===== src/rtl/memory_cycle.sv =====
// memory_cycle: MEM stage of the RV32 pipeline.
// Turns the EX/MEM register outputs into a request/ready data-memory access.
// Raises stall_M while an access is outstanding and feeds the MEM/WB register.
// Ports:
//   clk, rst                 clock (rising edge), async active-low reset
//   RegWriteM..ALU_ResultM   EX/MEM register outputs
//   mem_req/we/addr/wdata    bus request (combinational)
//   mem_ready, mem_rdata     bus completion and read data
//   stall_M                  upstream hold (combinational)
//   bus_err                  sticky misalign/timeout flag
//   RegWriteW..ReadDataW     MEM/WB register outputs
module memory_cycle #(
  parameter int unsigned TIMEOUT_CYCLES = 255
) (
  input  logic        clk,
  input  logic        rst,
  input  logic        RegWriteM,
  input  logic        MemWriteM,
  input  logic        ResultSrcM,
  input  logic [4:0]  RD_M,
  input  logic [31:0] PCPlus4M,
  input  logic [31:0] WriteDataM,
  input  logic [31:0] ALU_ResultM,
  output logic        mem_req,
  output logic        mem_we,
  output logic [31:0] mem_addr,
  output logic [31:0] mem_wdata,
  input  logic        mem_ready,
  input  logic [31:0] mem_rdata,
  output logic        stall_M,
  output logic        bus_err,
  output logic        RegWriteW,
  output logic        ResultSrcW,
  output logic [4:0]  RD_W,
  output logic [31:0] PCPlus4W,
  output logic [31:0] ALU_ResultW,
  output logic [31:0] ReadDataW
);

  localparam int unsigned CNT_W  = 8;
  localparam int unsigned DATA_W = 32;

  typedef enum logic {IDLE, WAIT} state_t;

  state_t             state_q, state_d;
  logic [CNT_W-1:0]   wcnt_q, wcnt_d;
  logic               access_c, misaligned_c, load_c;
  logic               req_c, abort_c, complete_c, stall_c;

  // Instruction classification; a store wins when both flags are set.
  assign access_c     = MemWriteM | ResultSrcM;
  assign misaligned_c = access_c & (ALU_ResultM[1:0] != 2'b00);
  assign load_c       = ResultSrcM & ~MemWriteM;

  // State register and wait counter.
  always_ff @(posedge clk or negedge rst) begin
    if (!rst) begin
      state_q <= IDLE;
      wcnt_q  <= '0;
    end else begin
      state_q <= state_d;
      wcnt_q  <= wcnt_d;
    end
  end

  // Next-state, request and timeout decode.
  always_comb begin
    state_d = state_q;
    wcnt_d  = wcnt_q;
    req_c   = 1'b0;
    abort_c = 1'b0;
    case (state_q)
      IDLE: begin
        req_c = access_c & ~misaligned_c;
        if (req_c && !mem_ready) begin
          state_d = WAIT;
          wcnt_d  = CNT_W'(1);
        end
      end
      WAIT: begin
        req_c = 1'b1;
        if (mem_ready) begin
          state_d = IDLE;
          wcnt_d  = '0;
        end else if (wcnt_q == CNT_W'(TIMEOUT_CYCLES)) begin
          abort_c = 1'b1;
          state_d = IDLE;
          wcnt_d  = '0;
        end else begin
          wcnt_d = wcnt_q + CNT_W'(1);
        end
      end
    endcase
  end

  assign complete_c = access_c & (misaligned_c | (req_c & mem_ready) | abort_c);
  assign stall_c    = access_c & ~complete_c;

  // Bus-side and stall outputs are combinational and forced low in reset.
  assign mem_req   = rst & req_c;
  assign stall_M   = rst & stall_c;
  assign mem_we    = MemWriteM;
  assign mem_addr  = {ALU_ResultM[31:2], 2'b00};
  assign mem_wdata = WriteDataM;

  // MEM/WB register: bubble while stalled, otherwise capture the instruction.
  always_ff @(posedge clk or negedge rst) begin
    if (!rst) begin
      RegWriteW   <= 1'b0;
      ResultSrcW  <= 1'b0;
      RD_W        <= '0;
      PCPlus4W    <= '0;
      ALU_ResultW <= '0;
      ReadDataW   <= '0;
    end else if (stall_c) begin
      RegWriteW  <= 1'b0;
      ResultSrcW <= 1'b0;
    end else begin
      RegWriteW   <= RegWriteM;
      ResultSrcW  <= ResultSrcM;
      RD_W        <= RD_M;
      PCPlus4W    <= PCPlus4M;
      ALU_ResultW <= ALU_ResultM;
      ReadDataW   <= (load_c & req_c & mem_ready) ? mem_rdata : DATA_W'(0);
    end
  end

  // Sticky error: misaligned access or wait-state timeout.
  always_ff @(posedge clk or negedge rst) begin
    if (!rst) begin
      bus_err <= 1'b0;
    end else if (misaligned_c || abort_c) begin
      bus_err <= 1'b1;
    end
  end

endmodule


===== config.mk =====
export PLATFORM = sky130hd
export DESIGN_NAME = memory_cycle
export DESIGN_NICKNAME = d
export VERILOG_FILES = /design/src/rtl/memory_cycle.sv
export SDC_FILE = /design/constraint.sdc
export NUM_CORES = 1
export LEC_CHECK = 0
export BUFFER_PORTS_ARGS = -buffer_cell sky130_fd_sc_hd__buf_2
export CAP_MARGIN = 30
export CORE_AREA = 5 5 118 120
export CTS_CLUSTER_SIZE = 24
export DETAILED_ROUTE_END_ITERATION = 10
export DIE_AREA = 0 0 123 125
export PLACE_DENSITY = 0.73
export SLEW_MARGIN = 20
export SYNTH_ARGS = -nofsm -noshare
export SYNTH_HDL_FRONTEND = slang
export SYNTH_SLANG_ARGS = --single-unit

===== constraint.sdc =====
create_clock -name clk -period 5.5 [get_ports clk]
set_input_delay 1.1 -clock clk [delete_from_list [all_inputs] [get_ports clk]]
set_output_delay 1.1 -clock clk [all_outputs]
set_load 0.03 [all_outputs]

* Word-level counts from Yosys, hierarchy flattened
Index checks and enable logic that the tools add are counted.
Word-level totals: flip-flop bits (word level) 113, latch bits 0, output and inout bits 171, memories kept 0, memory bits (read-only) 0, RAM bits 0, input port bits 139
Cells by class: $lt $le $gt $ge 0, div/mod/pow operators 0, mux-type cells 15, bitwise gates (word level) 17, $mul 0, equal/unequal tests 2, reductions and logical operators 4, add/sub/neg operators 1, shifts and indexed selects 0
Operators by type and width (count):
- two-way mux 32 bit | 1
- two-way mux 8 bit | 3
- case mux 8 bit (2 select lines) | 1
- bitwise AND 1 bit | 10
- adder 8 x 1 -> 8 bit, second input constant | 1
- equality test 8 bit, second input constant | 1
- two-way mux 1 bit | 8
- inverter 1 bit | 4
- case mux 1 bit (2 select lines) | 2
- bitwise OR 1 bit | 3
- != test 2 bit, second input constant | 1
- nonzero test 2 bit | 1
- logical AND 1 bit | 1
- zero test 1 bit | 1
- logical OR 1 bit | 1

* Depth between registers and ports, before layout
word-level depth 12, depth in mapped cells 7, depth with buffers taken out 5

* Worst setup path after synthesis
Ideal clock, no wire load.
path kind input port to output port, start point input mem_ready, end point output stall_M, path slack 1952 ps, cell stages on the path 5, arrival 2448 ps, required time 4400 ps, cells stage by stage or4_4 -> nor2_4 -> buf_6 -> buf_2 -> and2_1
On the way: word-level cells in the longest chain between the ends 7
RTL lines:
- start, declared | RTL line 28 | input logic mem_ready,
- bitwise AND 1 bit or two-way mux 1 bit (tied branches) | RTL line 96, 82
- bitwise OR 1 bit or two-way mux 1 bit (tied branches) | RTL line 96, 72
- bitwise OR 1 bit * | RTL line 96 | assign complete_c = access_c & (misaligned_c | (req_c & mem_ready) | abort_c);
- bitwise AND 1 bit * | RTL line 96
- inverter 1 bit * | RTL line 97 | assign stall_c = access_c & ~complete_c;
- bitwise AND 1 bit * | RTL line 97
- bitwise AND 1 bit * | RTL line 101 | assign stall_M = rst & stall_c;
- end, declared | RTL line 30 | output logic stall_M,
Every way passes the cells marked *; elsewhere a longest branch is shown, timed or not.

* Worst setup path in the final report
Same ends and word-level chain as after synthesis.

==> results.sh <==
export IMPL_peakVddDrop_mv=0.286
export IMPL_grt_pass1_vias=3622
export IMPL_nets=677
export IMPL_syn_area_per_cell_um2=13.8
export IMPL_fill_cells=1134
export IMPL_relSlewSlack=0.428
export IMPL_rsz0062_at_grt="no"
export IMPL_start_kind="input pin"
export IMPL_cts_root_buffer="clkbuf_16"
export IMPL_required_ns=4.40
export IMPL_portBuffers=243
export IMPL_layout_commonest_cell="buf_2"
export IMPL_worst_path_max_fanout=32
export IMPL_track_usage=0.151
export IMPL_cpPeakStageDelay_ns=0.57
export IMPL_clk_pin_slew_ns=0.05
export IMPL_yosys_warnings=0
export IMPL_synthAdderAreaFrac=0.00259
export IMPL_rr_endpoint="ALU_ResultW[5]"
export IMPL_tritoncts="done"
export IMPL_wirelength_um=11600
export IMPL_hold_class="reg2reg"
export IMPL_grt_ovfl_total=0
export IMPL_synth_sequential_area_ratio=0.586
export IMPL_drt_vias_per_instance=4.65
export IMPL_num_rows=42
export IMPL_synth_top_family_by_area="multiplexers"
export IMPL_routedWlPerCell_um=15.9
export IMPL_antenna_found_initial=0
export IMPL_ant_nets=0
export IMPL_grt_pass1_wl_um=18100
export IMPL_reg2reg_setup_slack_ns=2.86
export IMPL_initial_core_util=0.375
export IMPL_ys_types=36
export IMPL_finalWeightedCongestion=0.765
export IMPL_synthMuxAreaShare=0.156
export IMPL_synth_xor_area_frac=0.00181
export IMPL_regToRegStartpoint="wcnt_q[0]"
export IMPL_vias=3373
export IMPL_drc=0
export IMPL_n_antenna_cell=0
export IMPL_placed_area_um2=5720
export IMPL_worstRegToRegCells=7
export IMPL_p_leak_nw=3.25
export IMPL_areaGrowthSynthToFinish_pct=31.6
export IMPL_place_ws_ns=1.72
export IMPL_die_h_um=125
export IMPL_hold_buffers=0
export IMPL_synth_simple_area_share=0.0420
export IMPL_setup_viol=0
export IMPL_synth_top_area_frac=0.586
export IMPL_cts_post_setup_buffers_inserted=0
export IMPL_synth_compound_area_share=0.0879
export IMPL_worstPathCellList="buf_2, or4_4, nor2_4, buf_4, and2_1, buf_2"
export IMPL_htreeDepth=4
export IMPL_coreArea_um2=12900
export IMPL_slowest_stage="or4_4"
export IMPL_fin_setup_tns_ns=0
export IMPL_cts_sinks=113
export IMPL_timing_final_ws_setup_ns=1.73
export IMPL_clockBufferDepth=2
export IMPL_drv_slew=0
export IMPL_yosysTopAreaCell="dfrtp_1"
export IMPL_firstDrtPassIters=4
export IMPL_skew_ns=0.00799
export IMPL_grt_max_degree=74
export IMPL_worstSetupPathType="in2out"
export IMPL_netlist_instances=349
export IMPL_whs_path_depth=1
export IMPL_hold_path_endpoint="bus_err"
export IMPL_fp_dieW_um=123
export IMPL_finish_instance_area_um2=6350
export IMPL_dp_hpwl_um=8660
export IMPL_fin_crit_ns=3.77
export IMPL_worstPathArrival_ns=2.67
export IMPL_cts_resized=0
export IMPL_cpMostUsedCell="buf_2"
export IMPL_cap_violations=0
export IMPL_most_common_layout_cells="242 x buf_2, 113 x dfrtp_1, 44 x mux2_2"
export IMPL_layout_drive_gt1_share=0.596
export IMPL_ys_seq_elements=113
export IMPL_ys_top_cells_by_area="dfrtp_1 59%, buf_4 11%, mux2_2 10%"
export IMPL_drt_iter0_drc=100
export IMPL_ioPinCount=310
export IMPL_netlist_area_um2=4830
export IMPL_finalCritPeriodShare=0.686
export IMPL_cts_buffers=17
export IMPL_clock_fmax_mhz=265
export IMPL_worstHoldStart="bus_err"
export IMPL_insertion_delay_ns=0.40
export IMPL_worstMarginPinSlew_ns=0.858
export IMPL_pwr_density_cell_nw_per_um2=372
export IMPL_dieArea_um2=15400
export IMPL_cp_end_kind="output pin"
export IMPL_status="finished clean"
export IMPL_timing_final_hold_violations=0
[per-stage QoR]
stage          utilization  hold slack (ns)  total power [W]  std cells
5_1_grt              0.494            0.503          0.00247        726
3_3_place_gp         0.444            0.470          0.00122        694
2_1_floorplan            -            0.463          0.00116        350
4_1_cts              0.494            0.479          0.00240        726
3_5_place_dp         0.444            0.454          0.00122        694
6_report             0.494            0.472          0.00237        726
[synth_stat cells]
library cell / n
o31a_1: 1
nor3b_1: 1
o21ai_0: 7
nor2b_1: 3
o31ai_1: 2
nor4_1: 1
nand2b_2: 1
o22ai_1: 2
nor2_4: 1
nand3_2: 1
and2_1: 2
a31oi_1: 1
clkbuf_1: 3
or3_1: 1
conb_1: 1
ha_1: 1
xor2_1: 1
nor4_4: 1
mux2_2: 44
a22o_1: 34
nand2_1: 7
or4_4: 1
a21o_1: 3
and3_1: 2
buf_6: 4
inv_1: 1
and4_1: 1
buf_4: 69
dfrtp_1: 113
buf_2: 3
a21boi_0: 1
o41a_1: 1
a22oi_1: 1
nor2_1: 7
nor3_1: 3
mux2_1: 23
[flip-flops by register name (all words and copies together), names as in the netlist]
signal       flops
state_q          1
wcnt_q           8
RD_W             5
ReadDataW       32
ALU_ResultW     32
RegWriteW        1
bus_err          1
PCPlus4W        32
ResultSrcW       1
[metal layers]
metal | up-vias | track usage | wire (µm)
met5 | - | 0 | 0
met4 | 0 | 0.0547 | 211
met3 | 20 | 0.0537 | 1060
met2 | 157 | 0.270 | 6120
met1 | 1653 | 0.163 | 4190
li1 | 1543 | - | -
[worst max-delay path by stage]
stage | start | endpoint | slack, ns | cells past startpoint
finish | mem_ready | stall_M | 1.73 | 6
global route | mem_ready | stall_M | 1.64 | 6
CTS | mem_ready | stall_M | 1.71 | 6
detailed placement | mem_ready | stall_M | 1.72 | 6
global placement | mem_ready | stall_M | 1.72 | 6
floorplan | mem_ready | stall_M | 1.95 | 5
[final cells by class]
type | count | area (µm²) | share of cell area
Clock buffer | 22 | 484 | 0.0762
Timing Repair Buffer | 247 | 1250 | 0.196
Tap cell | 176 | 220 | 0.0347
Clock inverter | 10 | 155 | 0.0244
Inverter | 1 | 3.75 | 0.000591
Sequential cell | 113 | 2830 | 0.445
Multi-Input combinational cell | 157 | 1420 | 0.223
[kinds of logic after synthesis]
family                     count (synthesis)
DFF                                      113
buffers and inverters                     80
muxes                                     67
AOI/OAI and AO/OA                         53
and+or+nand+nor                           33
adders and majority gates                  1
other                                      1
xor gates and xnor gates                   1
[critical path: cells and delay by family]
family | cells | cell delay, ns
AND/OR/NAND/NOR | 3 | 0.87
buffers and inverters | 3 | 0.69
[report_power, final]
part / total (W) / internal (W) / leakage, nW / switching [W]
Sequential: 0.000904 / 0.000879 / 1.40 / 0.0000247
Clock: 0.00116 / 0.000802 / 0.312 / 0.000358
Combinational: 0.000301 / 0.000105 / 1.54 / 0.000196
No activity file was read; power rests on OpenSTA's default activity.
